[config.mk]
export PLATFORM = sky130hd
export DESIGN_NAME = johnson_decoder_flat
export DESIGN_NICKNAME = d
export VERILOG_FILES = /design/src/rtl/johnson_pkg.sv /design/src/rtl/johnson_decoder_if.sv /design/src/rtl/johnson_code_check.sv /design/src/rtl/johnson_decoder.sv /design/src/flat_wrapper.sv
export SDC_FILE = /design/constraint.sdc
export NUM_CORES = 1
export LEC_CHECK = 0
export CAP_MARGIN = 15
export CELL_PAD_IN_SITES_DETAIL_PLACEMENT = 0
export CELL_PAD_IN_SITES_GLOBAL_PLACEMENT = 2
export CORE_MARGIN = 1.5
export CORE_UTILIZATION = 32
export CTS_CLUSTER_SIZE = 20
export DETAILED_ROUTE_END_ITERATION = 7
export PLACE_DENSITY = 0.74
export REMOVE_ABC_BUFFERS = 1
export SLEW_MARGIN = 20
export SYNTH_ARGS = -nofsm -noshare
export SYNTH_HDL_FRONTEND = slang
export SYNTH_HIERARCHICAL = 1
export SYNTH_SLANG_ARGS = --single-unit
[constraint.sdc]
create_clock -name clk -period 4 [get_ports clk]
set_clock_uncertainty 0.2 [all_clocks]
set_input_delay 0.4 -clock clk [delete_from_list [all_inputs] [get_ports clk]]
set_output_delay 0.4 -clock clk [all_outputs]
set_load 0.05 [all_outputs]
[src/rtl/johnson_pkg.sv]
// Shared types and helpers for the Johnson-code decoder slice.
// Holds the FSM state encoding, the count-width helper and the
// saturation limit of the error counter.
package johnson_pkg;

   // Synchroniser FSM states
   typedef enum logic [1:0] {
      HUNT   = 2'd0,
      SYNC   = 2'd1,
      LOCKED = 2'd2
   } state_t;

   // Ceiling value of the 8-bit error counter
   localparam logic [7:0] ERR_MAX = 8'd255;

   // Width of a decoded index for a Johnson code of 'width' bits (2N states)
   function automatic int cnt_w(input int width);
      return $clog2(2 * width);
   endfunction

   // Saturating increment of the error counter
   function automatic logic [7:0] err_sat_inc(input logic [7:0] cnt);
      logic [7:0] res;
      if (cnt == ERR_MAX) begin
         res = cnt;
      end else begin
         res = cnt + 8'd1;
      end
      return res;
   endfunction

endpackage

[src/rtl/johnson_decoder_if.sv]
// Bus between a Johnson code source and the decoder.
// master: drives sampled code words and reads decode results.
// slave : the decoder side.
interface johnson_decoder_if #(
   parameter int WIDTH = 4
);
   localparam int CW = johnson_pkg::cnt_w(WIDTH);

   logic [WIDTH-1:0] code_in;
   logic             code_valid;
   logic [CW-1:0]    count_out;
   logic             count_valid;
   logic             illegal;
   logic             seq_err;
   logic             locked;
   logic             dir;
   logic [7:0]       err_cnt;

   modport master (
      output code_in,
      output code_valid,
      input  count_out,
      input  count_valid,
      input  illegal,
      input  seq_err,
      input  locked,
      input  dir,
      input  err_cnt
   );

   modport slave (
      input  code_in,
      input  code_valid,
      output count_out,
      output count_valid,
      output illegal,
      output seq_err,
      output locked,
      output dir,
      output err_cnt
   );

endinterface

[src/rtl/johnson_code_check.sv]
// Combinational legality check and index decode of one Johnson code word.
// A word is legal when it has at most one 0/1 transition between adjacent
// bits: that covers "ones from MSB, zeros below" and "zeros from MSB, ones
// below", including all-zero and all-ones.
// Index: k ones; MSB set or all-zero -> k, otherwise 2N-k.
module johnson_code_check
   import johnson_pkg::*;
#(
   parameter int WIDTH = 4
) (
   input  logic [WIDTH-1:0]          code,
   output logic                      legal,
   output logic [cnt_w(WIDTH)-1:0]   index
);

   localparam int CW = cnt_w(WIDTH);
   // 2N reduced modulo 2^CW; the subtraction below wraps the same way,
   // so 2N-k comes out right even when 2N equals 2^CW.
   localparam logic [CW-1:0] TWO_N = CW'(2 * WIDTH);

   logic [CW-1:0] ones_s;
   logic [CW-1:0] trans_s;

   // Count ones and adjacent-bit transitions, then classify and decode
   always_comb begin
      ones_s  = {CW{1'b0}};
      trans_s = {CW{1'b0}};
      for (int i = 0; i < WIDTH; i++) begin
         ones_s = ones_s + CW'(code[i]);
      end
      for (int i = 0; i < WIDTH - 1; i++) begin
         if (code[i] != code[i+1]) begin
            trans_s = trans_s + CW'(1);
         end else begin
            trans_s = trans_s;
         end
      end

      legal = (trans_s <= CW'(1));

      if (code[WIDTH-1] || (ones_s == {CW{1'b0}})) begin
         index = ones_s;
      end else begin
         index = TWO_N - ones_s;
      end
   end

endmodule

[src/rtl/johnson_decoder.sv]
// Johnson-code decoder with sequence tracking.
// Decodes each sampled word to its index, flags illegal words and
// out-of-sequence words, and locks after LOCK_CNT consecutive correct
// successors. All outputs are registered, one clk after code_valid.
// Optional feature: define JOHNSON_DEC_DIR_EN to also accept the reverse
// successor; the second legal word after a seed picks the direction.
module johnson_decoder
   import johnson_pkg::*;
#(
   parameter int WIDTH    = 4,
   parameter int LOCK_CNT = 2
) (
   input logic               clk,
   input logic               reset,
   johnson_decoder_if.slave  bus
);

   localparam int CW = cnt_w(WIDTH);
   localparam logic [CW-1:0] LAST_IDX = CW'(2 * WIDTH - 1);
   localparam logic [3:0]    LOCK_TGT = 4'(LOCK_CNT);

`ifdef JOHNSON_DEC_DIR_EN
   localparam logic DIR_EN = 1'b1;
`else
   localparam logic DIR_EN = 1'b0;
`endif

   // Registered state and outputs
   state_t        state_r;
   logic [CW-1:0] exp_r;
   logic [3:0]    match_r;
   logic [CW-1:0] count_r;
   logic [7:0]    err_cnt_r;
   logic          valid_r;
   logic          illegal_r;
   logic          seq_err_r;
   logic          locked_r;
   logic          dir_r;
   logic          dir_known_r;

   // Decode and next-step helpers
   logic          legal_s;
   logic [CW-1:0] idx_s;
   logic [CW-1:0] idx_inc_s;
   logic [CW-1:0] idx_dec_s;
   logic [CW-1:0] cnt_dec_s;
   logic          exp_hit_s;
   logic          rev_hit_s;
   logic          hit_s;
   logic          dir_nxt_s;
   logic [CW-1:0] step_exp_s;
   logic [3:0]    match_inc_s;

   johnson_code_check #(
      .WIDTH (WIDTH)
   ) u_check (
      .code  (bus.code_in),
      .legal (legal_s),
      .index (idx_s)
   );

   // Modular +1/-1 of the received index and -1 of the previous index
   always_comb begin
      if (idx_s == LAST_IDX) begin
         idx_inc_s = {CW{1'b0}};
      end else begin
         idx_inc_s = idx_s + CW'(1);
      end
      if (idx_s == {CW{1'b0}}) begin
         idx_dec_s = LAST_IDX;
      end else begin
         idx_dec_s = idx_s - CW'(1);
      end
      if (count_r == {CW{1'b0}}) begin
         cnt_dec_s = LAST_IDX;
      end else begin
         cnt_dec_s = count_r - CW'(1);
      end
   end

   // Successor match: expected index, or (direction still open) the reverse step
   always_comb begin
      exp_hit_s   = (idx_s == exp_r);
      rev_hit_s   = DIR_EN && !dir_known_r && (idx_s == cnt_dec_s);
      hit_s       = exp_hit_s || rev_hit_s;
      match_inc_s = match_r + 4'd1;
      if (rev_hit_s) begin
         dir_nxt_s = 1'b1;
      end else if (DIR_EN && dir_known_r) begin
         dir_nxt_s = dir_r;
      end else begin
         dir_nxt_s = 1'b0;
      end
      if (dir_nxt_s) begin
         step_exp_s = idx_dec_s;
      end else begin
         step_exp_s = idx_inc_s;
      end
   end

   // Synchroniser FSM with registered decode, pulse and counter outputs
   always_ff @(posedge clk) begin
      if (!reset) begin
         state_r     <= HUNT;
         exp_r       <= {CW{1'b0}};
         match_r     <= 4'd0;
         count_r     <= {CW{1'b0}};
         err_cnt_r   <= 8'd0;
         valid_r     <= 1'b0;
         illegal_r   <= 1'b0;
         seq_err_r   <= 1'b0;
         locked_r    <= 1'b0;
         dir_r       <= 1'b0;
         dir_known_r <= 1'b0;
      end else begin
         valid_r   <= 1'b0;
         illegal_r <= 1'b0;
         seq_err_r <= 1'b0;
         if (bus.code_valid) begin
            if (!legal_s) begin
               // Illegal word: count_out holds, drop back to HUNT
               illegal_r   <= 1'b1;
               state_r     <= HUNT;
               locked_r    <= 1'b0;
               match_r     <= 4'd0;
               dir_known_r <= 1'b0;
               err_cnt_r   <= err_sat_inc(err_cnt_r);
            end else begin
               valid_r <= 1'b1;
               count_r <= idx_s;
               case (state_r)
                  HUNT: begin
                     state_r     <= SYNC;
                     exp_r       <= idx_inc_s;
                     match_r     <= 4'd0;
                     dir_known_r <= 1'b0;
                  end
                  SYNC: begin
                     if (hit_s) begin
                        exp_r       <= step_exp_s;
                        dir_r       <= dir_nxt_s;
                        dir_known_r <= 1'b1;
                        match_r     <= match_inc_s;
                        if (match_inc_s >= LOCK_TGT) begin
                           state_r  <= LOCKED;
                           locked_r <= 1'b1;
                        end else begin
                           state_r  <= SYNC;
                        end
                     end else begin
                        // Re-seed from the received word
                        seq_err_r   <= 1'b1;
                        exp_r       <= idx_inc_s;
                        match_r     <= 4'd0;
                        dir_known_r <= 1'b0;
                        err_cnt_r   <= err_sat_inc(err_cnt_r);
                     end
                  end
                  LOCKED: begin
                     if (hit_s) begin
                        exp_r <= step_exp_s;
                        dir_r <= dir_nxt_s;
                     end else begin
                        seq_err_r   <= 1'b1;
                        state_r     <= HUNT;
                        locked_r    <= 1'b0;
                        match_r     <= 4'd0;
                        dir_known_r <= 1'b0;
                        err_cnt_r   <= err_sat_inc(err_cnt_r);
                     end
                  end
                  default: begin
                     state_r     <= HUNT;
                     locked_r    <= 1'b0;
                     match_r     <= 4'd0;
                     dir_known_r <= 1'b0;
                  end
               endcase
            end
         end else begin
            count_r <= count_r;
         end
      end
   end

   assign bus.count_out   = count_r;
   assign bus.count_valid = valid_r;
   assign bus.illegal     = illegal_r;
   assign bus.seq_err     = seq_err_r;
   assign bus.locked      = locked_r;
   assign bus.dir         = DIR_EN ? dir_r : 1'b0;
   assign bus.err_cnt     = err_cnt_r;

endmodule

[src/flat_wrapper.sv]
// flat-port wrapper written by rule: the top's interface ports become plain ports
module johnson_decoder_flat import johnson_pkg::*;
#(
   parameter int WIDTH    = 4,
   parameter int LOCK_CNT = 2
)
  (clk, reset, bus_code_in, bus_code_valid, bus_count_out, bus_count_valid, bus_illegal, bus_seq_err, bus_locked, bus_dir, bus_err_cnt);
  johnson_decoder_if #(.WIDTH(WIDTH)) bus_i ();
  input logic clk;
  input logic reset;
  input wire logic [$bits(bus_i.code_in)-1:0] bus_code_in;
  input wire logic [$bits(bus_i.code_valid)-1:0] bus_code_valid;
  output wire logic [$bits(bus_i.count_out)-1:0] bus_count_out;
  output wire logic [$bits(bus_i.count_valid)-1:0] bus_count_valid;
  output wire logic [$bits(bus_i.illegal)-1:0] bus_illegal;
  output wire logic [$bits(bus_i.seq_err)-1:0] bus_seq_err;
  output wire logic [$bits(bus_i.locked)-1:0] bus_locked;
  output wire logic [$bits(bus_i.dir)-1:0] bus_dir;
  output wire logic [$bits(bus_i.err_cnt)-1:0] bus_err_cnt;
  assign bus_i.code_in = bus_code_in;
  assign bus_i.code_valid = bus_code_valid;
  assign bus_count_out = bus_i.count_out;
  assign bus_count_valid = bus_i.count_valid;
  assign bus_illegal = bus_i.illegal;
  assign bus_seq_err = bus_i.seq_err;
  assign bus_locked = bus_i.locked;
  assign bus_dir = bus_i.dir;
  assign bus_err_cnt = bus_i.err_cnt;
  johnson_decoder #(.WIDTH(WIDTH), .LOCK_CNT(LOCK_CNT)) u_core (.clk(clk), .reset(reset), .bus(bus_i));
endmodule
== Yosys cells after proc, flatten, opt, wreduce, memory -nomap -nowiden ==
Index checks and enable logic that the tools add are counted.

* Register bits: 24
* Logic and storage cells: 77

* Add/sub/neg operators: 9
* $lt $le $gt $ge: 2
* Equal/unequal tests: 15
* Multiplexer cells: 28
* Reduce and logical (&&, ||, !) cells: 14

{| class="wikitable"
|+ Operator list
! cell !! number
|-
| 8-bit two-way mux || 4
|-
| 3-bit two-way mux || 5
|-
| 4-bit two-way mux || 3
|-
| 3-bit by 1-bit adder with 3-bit output (second input constant) || 3
|-
| 3-bit inequality test (second input constant) || 3
|-
| 8-bit by 1-bit adder with 8-bit output (second input constant) || 1
|-
| 8-bit equality test (second input constant) || 1
|-
| 1-bit two-way mux || 8
|-
| 2-bit two-way mux || 4
|-
| 4-bit case mux with 2 select lines || 1
|-
| 4-bit AND reduction || 2
|-
| 2-bit inequality test (second input constant) || 3
|-
| 2-bit case mux with 3 select lines || 1
|-
| 3-bit case mux with 2 select lines || 1
|-
| 2-bit AND reduction || 3
|-
| 3-bit AND reduction || 2
|-
| 5-bit AND reduction || 1
|-
| 4-bit by 1-bit adder with 4-bit output (second input constant) || 1
|-
| 4-bit by 2-bit greater-or-equal comparator with 1-bit output (second input constant) || 1
|-
| 2-bit OR reduction || 2
|-
| 2-bit by 1-bit adder with 3-bit output || 1
|-
| 3-bit by 1-bit adder with 3-bit output || 1
|-
| 3-bit equality test || 1
|-
| 3-bit equality test (second input constant) || 1
|-
| other kinds (12) || 14
|}

== Logic depth before layout (Yosys ltp) ==
Gate-level depths: netlist of the first run.

* Word-level depth: 10
* Depth in mapped cells: 16
* Mapped depth without buffers: 16

== Cells and area by module ==
Netlist of the first run, hierarchy kept.

{| class="wikitable"
|+ By module, submodules not included
! module !! instances !! cells each !! area an instance (µm²) !! sequential area each (µm²)
|-
| johnson_decoder || 1 || 141 || 1290.0 || 480.5
|-
| johnson_code_check || 1 || 28 || 207.7 || 0.0
|}

== Worst setup path after synthesis of the first run ==
OpenSTA, ideal clock, no wires.

* Path kind: in2reg
* Start: in bus_code_in[0]
* End: reg u_core.exp_r[0]
* Library setup time: 116 ps
* Data arrival time: 3370 ps
* Required time: 3684 ps
* Setup slack: 314 ps
* Cell stages on the path: 15
* Cell sequence: inv_1 fa_1 inv_1 ha_1 ha_1 inv_1 ha_1 ha_1 nor2_1 o21ai_0 xor2_1 or3_4 a211oi_4 mux2i_1 nor2b_1

* Cells in the longest elaborated chain, start to end: 10
* Elaborated cells between the ends (all ways): 22

{| class="wikitable"
|+ RTL lines
! item !! RTL line !! source
|-
| start: declaration || flat_wrapper.sv:11 || <nowiki>input wire logic [$bits(bus_i.code_in)-1:0] bus_code_in;</nowiki>
|-
| 1-bit by 1-bit adder with 2-bit output * || johnson_code_check.sv:29 || <nowiki>ones_s = ones_s + CW'(code[i]);</nowiki>
|-
| 2-bit by 1-bit adder with 3-bit output * || johnson_code_check.sv:29 ||
|-
| 3-bit by 1-bit adder with 3-bit output * || johnson_code_check.sv:29 ||
|-
| branches (longest 2 deep; another with 1-bit by 3-bit subtractor with 3-bit output) || n/a ||
|-
| 3-bit two-way mux * || johnson_code_check.sv:41 || <nowiki>if (code[WIDTH-1] || (ones_s == {CW{1'b0}})) begin</nowiki>
|-
| net u_core.idx_s[2] || johnson_decoder.sv:43 || <nowiki>logic [CW-1:0] idx_s;</nowiki>
|-
| 3-bit equality test || johnson_decoder.sv:64 || <nowiki>if (idx_s == LAST_IDX) begin</nowiki>
|-
| 3-bit two-way mux || johnson_decoder.sv:64 ||
|-
| 3-bit two-way mux || johnson_decoder.sv:160 || <nowiki>if (hit_s) begin</nowiki>
|-
| 3-bit case mux with 2 select lines || johnson_decoder.sv:131 || <nowiki>case (state_r)</nowiki>
|-
| end signal: assignment || johnson_decoder.sv:134 || <nowiki>exp_r <= idx_inc_s;</nowiki>
|-
| end signal: assignment || johnson_decoder.sv:140 || <nowiki>exp_r <= step_exp_s;</nowiki>
|-
| end signal: assignment || johnson_decoder.sv:161 || <nowiki>exp_r <= step_exp_s;</nowiki>
|-
| end: declaration || johnson_decoder.sv:30 || <nowiki>logic [CW-1:0] exp_r;</nowiki>
|}

Mark *: on every way through the listed nets, which the timed path passes. The select of a mux whose other input is x is not followed.
A chain may end at the register's enable or synchronous reset.

== Worst setup path in the final report of the first run ==
* Start: in bus_code_in[0]
* End: reg u_core.exp_r[1]

Same word-level chain as after synthesis.

==> flow_summary.json, run 1 <==
{
  "status": "finished clean",
  "nets": 226,
  "path_cells": "dlygate4sd2_1 -> inv_1 -> fa_1 -> inv_1 -> ha_1 -> ha_1 -> inv_1 -> ha_1 -> ha_1 -> nor2_2 -> buf_4 -> nand2_1 -> o21ai_2 -> xor2_2 -> or3_4 -> a211oi_4 -> mux2i_1 -> nor2b_1",
  "worstSkewPairLatency_ps": 260,
  "slowest_stage": "fa_1",
  "wire_per_inst_um": 13.3,
  "setup_tns_ps": 0,
  "synthAdderAreaFrac": 0.130,
  "grt_pass1_wl_um": 5950,
  "pwr-share-clk": 0.214,
  "synthSimpleGateAreaFrac": 0.236,
  "power.total_uw": 679,
  "synth_top_area_frac": 0.321,
  "combPwrFrac": 0.396,
  "crit_type": "in2reg",
  "min_path_cells": 2,
  "placed_area_um2": 1840,
  "critPathMaxFanout": 5,
  "r2r_cells": 6,
  "hold_path_class": "reg2reg",
  "final_cell_area_um2": 1940,
  "maxCapViolCount": 0,
  "whs_ps": 266,
  "route.detailed.drc": 0,
  "cpMostUsedCell": "ha_1",
  "crit_arrival_ps": 3760,
  "max-vdd-ir-drop_mv": 0.115,
  "p_int_uw": 439,
  "hold_viol": 0,
  "synth_area_leaders": "dfxtp_1 32%, ha_1 12%, mux2i_1 5.3%, nand2_1 4.8%, xor2_1 4.1%",
  "port_buffers": 21,
  "grt_max_degree": 29,
  "placementRows": 24,
  "p_seq_frac": 0.390,
  "synth_edf_count": 0,
  "grt_pass1_vias": 1302,
  "yosys.area.top_type": "dfxtp_1",
  "overflow": 0,
  "vias_per_cell": 5.02,
  "root_buffer": "clkbuf_8",
  "gp_congestion": 0.774,
  "totalWireLength_um": 3370,
  "finalCritPeriodShare": 0.950,
  "slew_headroom": 0.411,
  "path_buf_inv": 5,
  "antenna_left": 0,
  "max_stage_delay_ps": 530,
  "period_minus_slack_ps": 3800,
  "setup_slack_ps": 199,
  "drive_above_1_share": 0.158,
  "synth-xor-area-share": 0.0526,
  "drt_pass1_iterations": 4,
  "ys_seq_area_frac": 0.321,
  "gr-usage-all-layers": 0.144,
  "n_antenna_cell": 0,
  "initial_core_util": 0.339,
  "cts_num_sinks": 24,
  "post-dp-hpwl_um": 2430,
  "cts.path.max_buffers": 2,
  "numCtsBuffers": 3,
  "path_clk_slew_ps": 80,
  "p_leak_nw": 0.849,
  "synth-compound-area-share": 0.157,
  "p_sw_frac": 0.353,
  "cts_tree": "built",
  "dp_slack_ps": -412,
  "dieArea_um2": 5100,
  "cts-htree-levels": 1,
  "cp-end-kind": "register",
  "syn_area_um2": 1500,
  "synthCells": 169,
  "netSwitchingPower_uw": 240,
  "synthFlopType": "dfxtp_1",
  "async_reset_ff_frac": 0,
  "antenna_found_initial": 0,
  "path_depth": 18,
  "vias": 1274,
  "die_w_um": 71.4,
  "area_delta_synth_final_pct": 29.8,
  "rsz0062_at_grt": "false",
  "synth_cell_types": 43,
  "critPathTopFamily": "adder cells",
  "die_y_um": 71.4,
  "ioPinCount": 23,
  "slew_violations": 0,
  "p_per_area_nw_per_um2": 349,
  "coreArea_um2": 4410,
  "yosysWarnings": 6,
  "worstSetupStartpointType": "input port",
  "ctsHoldBuffers": 0,
  "worstPathRequired_ps": 3960,
  "synth_top_family_by_area": "simple AND/OR/NAND/NOR gates",
  "ys_ff_latch": 24,
  "max_freq_ghz": 0.263,
  "tightest_slew_ps": 880,
  "muxShareOfSynthArea": 0.0535,
  "drt_iter0_markers": 40,
  "postSynthAreaPerCell_um2": 8.86,
  "setup-violations-final": 0
}
-- cells in the mapped netlist (all sizes together) (2+ instances only) --
master and number:
dfxtp 24, nand2 19, ha 14, inv 12
nand3 9, mux2i 8, and2 7, xor2 7
nor2 6, nor2b 6, o21ai 6, a21boi 4
clkbuf 4, and3 3, nand2b 3, nand4 3
or3 3, a2111oi 2, a21oi 2, a31oi 2
buf 2, nand4b 2, o211a 2, o211ai 2
o21a 2, xnor2 2
-- state kept, by name, summed over array words and instances (netlist names) --
register                count
u_core/exp_r                3
u_core/state_r              2
u_core/bus.illegal          1
u_core/match_r              4
u_core/bus.seq_err          1
u_core/bus.locked           1
u_core/bus.count_out        3
u_core/bus.err_cnt          8
u_core/bus.count_valid      1
-- per-stage QoR --
step / instances / util
2_1_floorplan: 163 / -
3_3_place_gp: 248 / 0.418
3_5_place_dp: 248 / 0.418
4_1_cts: 254 / 0.438
5_1_grt: 254 / 0.440
6_report: 254 / 0.440
-- cell families (layout without fill, tap and decap cells) --
group / count (synthesis) / in the layout
simple gates: 66 / 66
compound gates: 28 / 28
flops: 24 / 24
buf+inv: 18 / 51
fa+ha+maj: 15 / 15
xor+xnor: 9 / 9
mux: 8 / 8
other cells: 1 / 1
-- layer usage --
metal,GRT usage,up-vias,share of wire
met2,0.252,23,0.49
met3,0.0253,6,0.027
li1,-,651,-
met1,0.181,594,0.47
met5,0,-,0
met4,0.0440,0,0.012
-- final cells by class --
cell class	instances	area, µm²
clock buffer	3	41.3
fill	434	2470
inverter	12	45.0
multi-input combinational	127	986
sequential	24	480
tap	52	65.1
timing repair buffer	36	327
-- timing repair --
item | 4_1_cts | 5_1_grt
setup buffers | 3 | 0
setup endpoints to repair | 14 | 16
gates resized for setup | 8 | 4
pin swaps | 6 | 5
-- worst register-to-register path, cell delays in order (launching register included) --
cell	delay (ps)
dfxtp_1	430
ha_1	260
nand3_1	90
o21ai_0	520
a21oi_4	130
xor2_1	180
and2_1	160
-- power by group through the flow --
stage	registers [mW]	clock network, mW	logic, mW
after floorplan	0.294	0	0.123
after CTS	0.264	0.153	0.266
after detailed placement	0.269	0	0.241
final	0.265	0.145	0.269
after global placement	0.269	0	0.234
after global routing	0.267	0.163	0.295
-- cells in the final DEF (no fill, tap or decap), drive strengths merged, types with 7 or more instances in the layout --
cell type	Yosys	routed
inv	12	12
clkdlybuf4s50	0	18
mux2i	8	8
xor2	7	7
nand2	19	19
and2	7	7
dfxtp	24	24
buf	2	15
nand3	9	9
ha	14	14
-- worst paths after layout --
path | startpoint | endpoint | slack (ps)
worst min register to register | u_core/bus.count_out[2]$_SDFFE_PN0P_ | u_core/bus.count_out[2]$_SDFFE_PN0P_ | 270
worst min-delay path | u_core/bus.count_out[2]$_SDFFE_PN0P_ | u_core/bus.count_out[2]$_SDFFE_PN0P_ | 270
worst max-delay path | bus_code_in[0] | u_core/exp_r[1]$_SDFFE_PN0P_ | 200
worst max register to register | u_core/bus.err_cnt[0]$_SDFFE_PN0P_ | u_core/bus.err_cnt[0]$_SDFFE_PN0P_ | 1930
(Power assumes the default switching activity.)
==> run 2: changes to the inputs <==
- CTS_CLUSTER_SIZE: 20 -> not set
- GPL_TIMING_DRIVEN: not set -> 0
==> flow_summary.json, run 2 (synthesis results as in run 1) <==
{
  "slew_violations": 0,
  "overflow": 0,
  "regToRegSetupSlack_ps": 1930,
  "initial_core_util": 0.339,
  "dieArea_um2": 5100,
  "route.detailed.drc": 0,
  "final_util": 0.437,
  "status": "finished clean",
  "p_leak_nw": 0.802,
  "gr-usage-all-layers": 0.132,
  "layout_common_cells": "24 x dfxtp_1, 18 x clkdlybuf4s50_1, 17 x nand2_1, 13 x ha_1, 11 x inv_1",
  "numCtsBuffers": 3,
  "ioPinCount": 23,
  "crit_type": "in2reg",
  "max_stage_delay_ps": 510,
  "root_buffer": "clkbuf_8",
  "area_delta_synth_final_pct": 28.7,
  "grt_max_degree": 29,
  "worstPathRequired_ps": 3960,
  "critPathTopFamily": "adder cells",
  "max-vdd-ir-drop_mv": 0.172,
  "wire_per_inst_um": 13.3,
  "post-dp-hpwl_um": 2300,
  "cts-htree-levels": 1,
  "period_minus_slack_ps": 3860,
  "hold_viol": 0,
  "path_clk_slew_ps": 80,
  "critPathMaxFanout": 5,
  "cts_tree": "built",
  "maxCapViolCount": 0,
  "final_cell_area_um2": 1930,
  "die_y_um": 71.4,
  "drive_above_1_share": 0.140,
  "placementRows": 24,
  "fill_cells": 432,
  "antenna_left": 0,
  "p_per_area_nw_per_um2": 356,
  "n_antenna_cell": 0,
  "cts.path.max_buffers": 2,
  "worstSkewPairLatency_ps": 260,
  "final_common_cell": "dfxtp_1",
  "max_freq_ghz": 0.259,
  "grt_pass1_vias": 1217,
  "placed_area_um2": 1760,
  "drt_iter0_markers": 37,
  "finalCritPeriodShare": 0.964,
  "vias": 1246,
  "slowest_stage": "fa_1",
  "die_w_um": 71.4,
  "cts_num_sinks": 24,
  "antenna_found_initial": 0,
  "hold_path_class": "reg2reg",
  "coreArea_um2": 4410,
  "port_buffers": 21,
  "ctsHoldBuffers": 0,
  "largest_register_ff_count": 8,
  "cp-end-kind": "register",
  "path_cells": "dlygate4sd2_1 -> inv_1 -> fa_1 -> inv_1 -> ha_1 -> ha_1 -> inv_1 -> ha_1 -> ha_2 -> nor2_4 -> nand2_2 -> o21ai_4 -> xor2_4 -> or3_4 -> a211oi_4 -> mux2i_1 -> nor2b_1",
  "path_buf_inv": 4,
  "totalWireLength_um": 3260,
  "tightest_slew_ps": 894,
  "vias_per_cell": 5.09,
  "slew_headroom": 0.402,
  "nets": 217,
  "drt_pass1_iterations": 2,
  "setup-violations-final": 0,
  "crit_arrival_ps": 3810,
  "worstSetupStartpointType": "input port",
  "gp_congestion": 0.758,
  "grt_pass1_wl_um": 5460
}
run 2: per-stage QoR:
step	setup WS [ps]	TNS (ps)	power, mW	std cells	hold WS [ps]
5_1_grt	-17.5	-34.8	0.732	245	300
6_report	143	0	0.687	245	277
3_5_place_dp	-562	-8440	0.480	237	269
4_1_cts	5.51	0	0.649	242	281
3_3_place_gp	-519	-8440	0.471	236	260
2_1_floorplan	313	0	0.417	163	303
run 2: cell type report:
type,count,area (µm²),area share
multi-input combinational,127,1040,0.539
sequential,24,480,0.249
timing repair buffer,27,256,0.133
tap,52,65.1,0.0337
inverter,12,45.0,0.0234
clock buffer,3,41.3,0.0214
run 2: power by group:
group | internal (mW) | switching (mW)
combinational | 0.117 | 0.161
clock | 0.0673 | 0.0755
sequential | 0.253 | 0.0130
total | 0.438 | 0.249
run 2: timing repair:
item	in CTS	in global routing
cloned	0	0
setup endpoints to repair	18	17
resized for setup	11	11
setup buffers	2	3
pin swaps	4	6
run 2: final timing paths:
kind                                        startpoint                              endpoint  depth (start not counted)
setup / recovery                        bus_code_in[1]          u_core/exp_r[2]$_SDFFE_PN0P_                         17
hold reg to reg   u_core/bus.count_out[1]$_SDFFE_PN0P_  u_core/bus.count_out[1]$_SDFFE_PN0P_                          2
setup reg to reg    u_core/bus.err_cnt[0]$_SDFFE_PN0P_    u_core/bus.err_cnt[0]$_SDFFE_PN0P_                          6
hold / removal    u_core/bus.count_out[1]$_SDFFE_PN0P_  u_core/bus.count_out[1]$_SDFFE_PN0P_                          2
run 2: routing by layer:
metal,global-route usage,up-vias,wire length [µm]
met4,0.0377,0,31
met3,0.0225,4,72
met5,0,-,0
li1,-,633,-
met2,0.227,16,1560
met1,0.168,593,1590
run 2: worst register-to-register path, delay by kind of cell, from the launching register on:
family	cells	cell delay, ps
AOI/OAI and AO/OA	2	640
adders and majority gates	1	250
and+or+nand+nor	2	250
xor gates and xnor gates	1	170
DFF	1	440
==> run 3: changes to the inputs <==
- CTS_CLUSTER_SIZE: not set -> 24
==> results of run 3 <==
The final DEF is identical to that of run 2; final timing and power are the same.
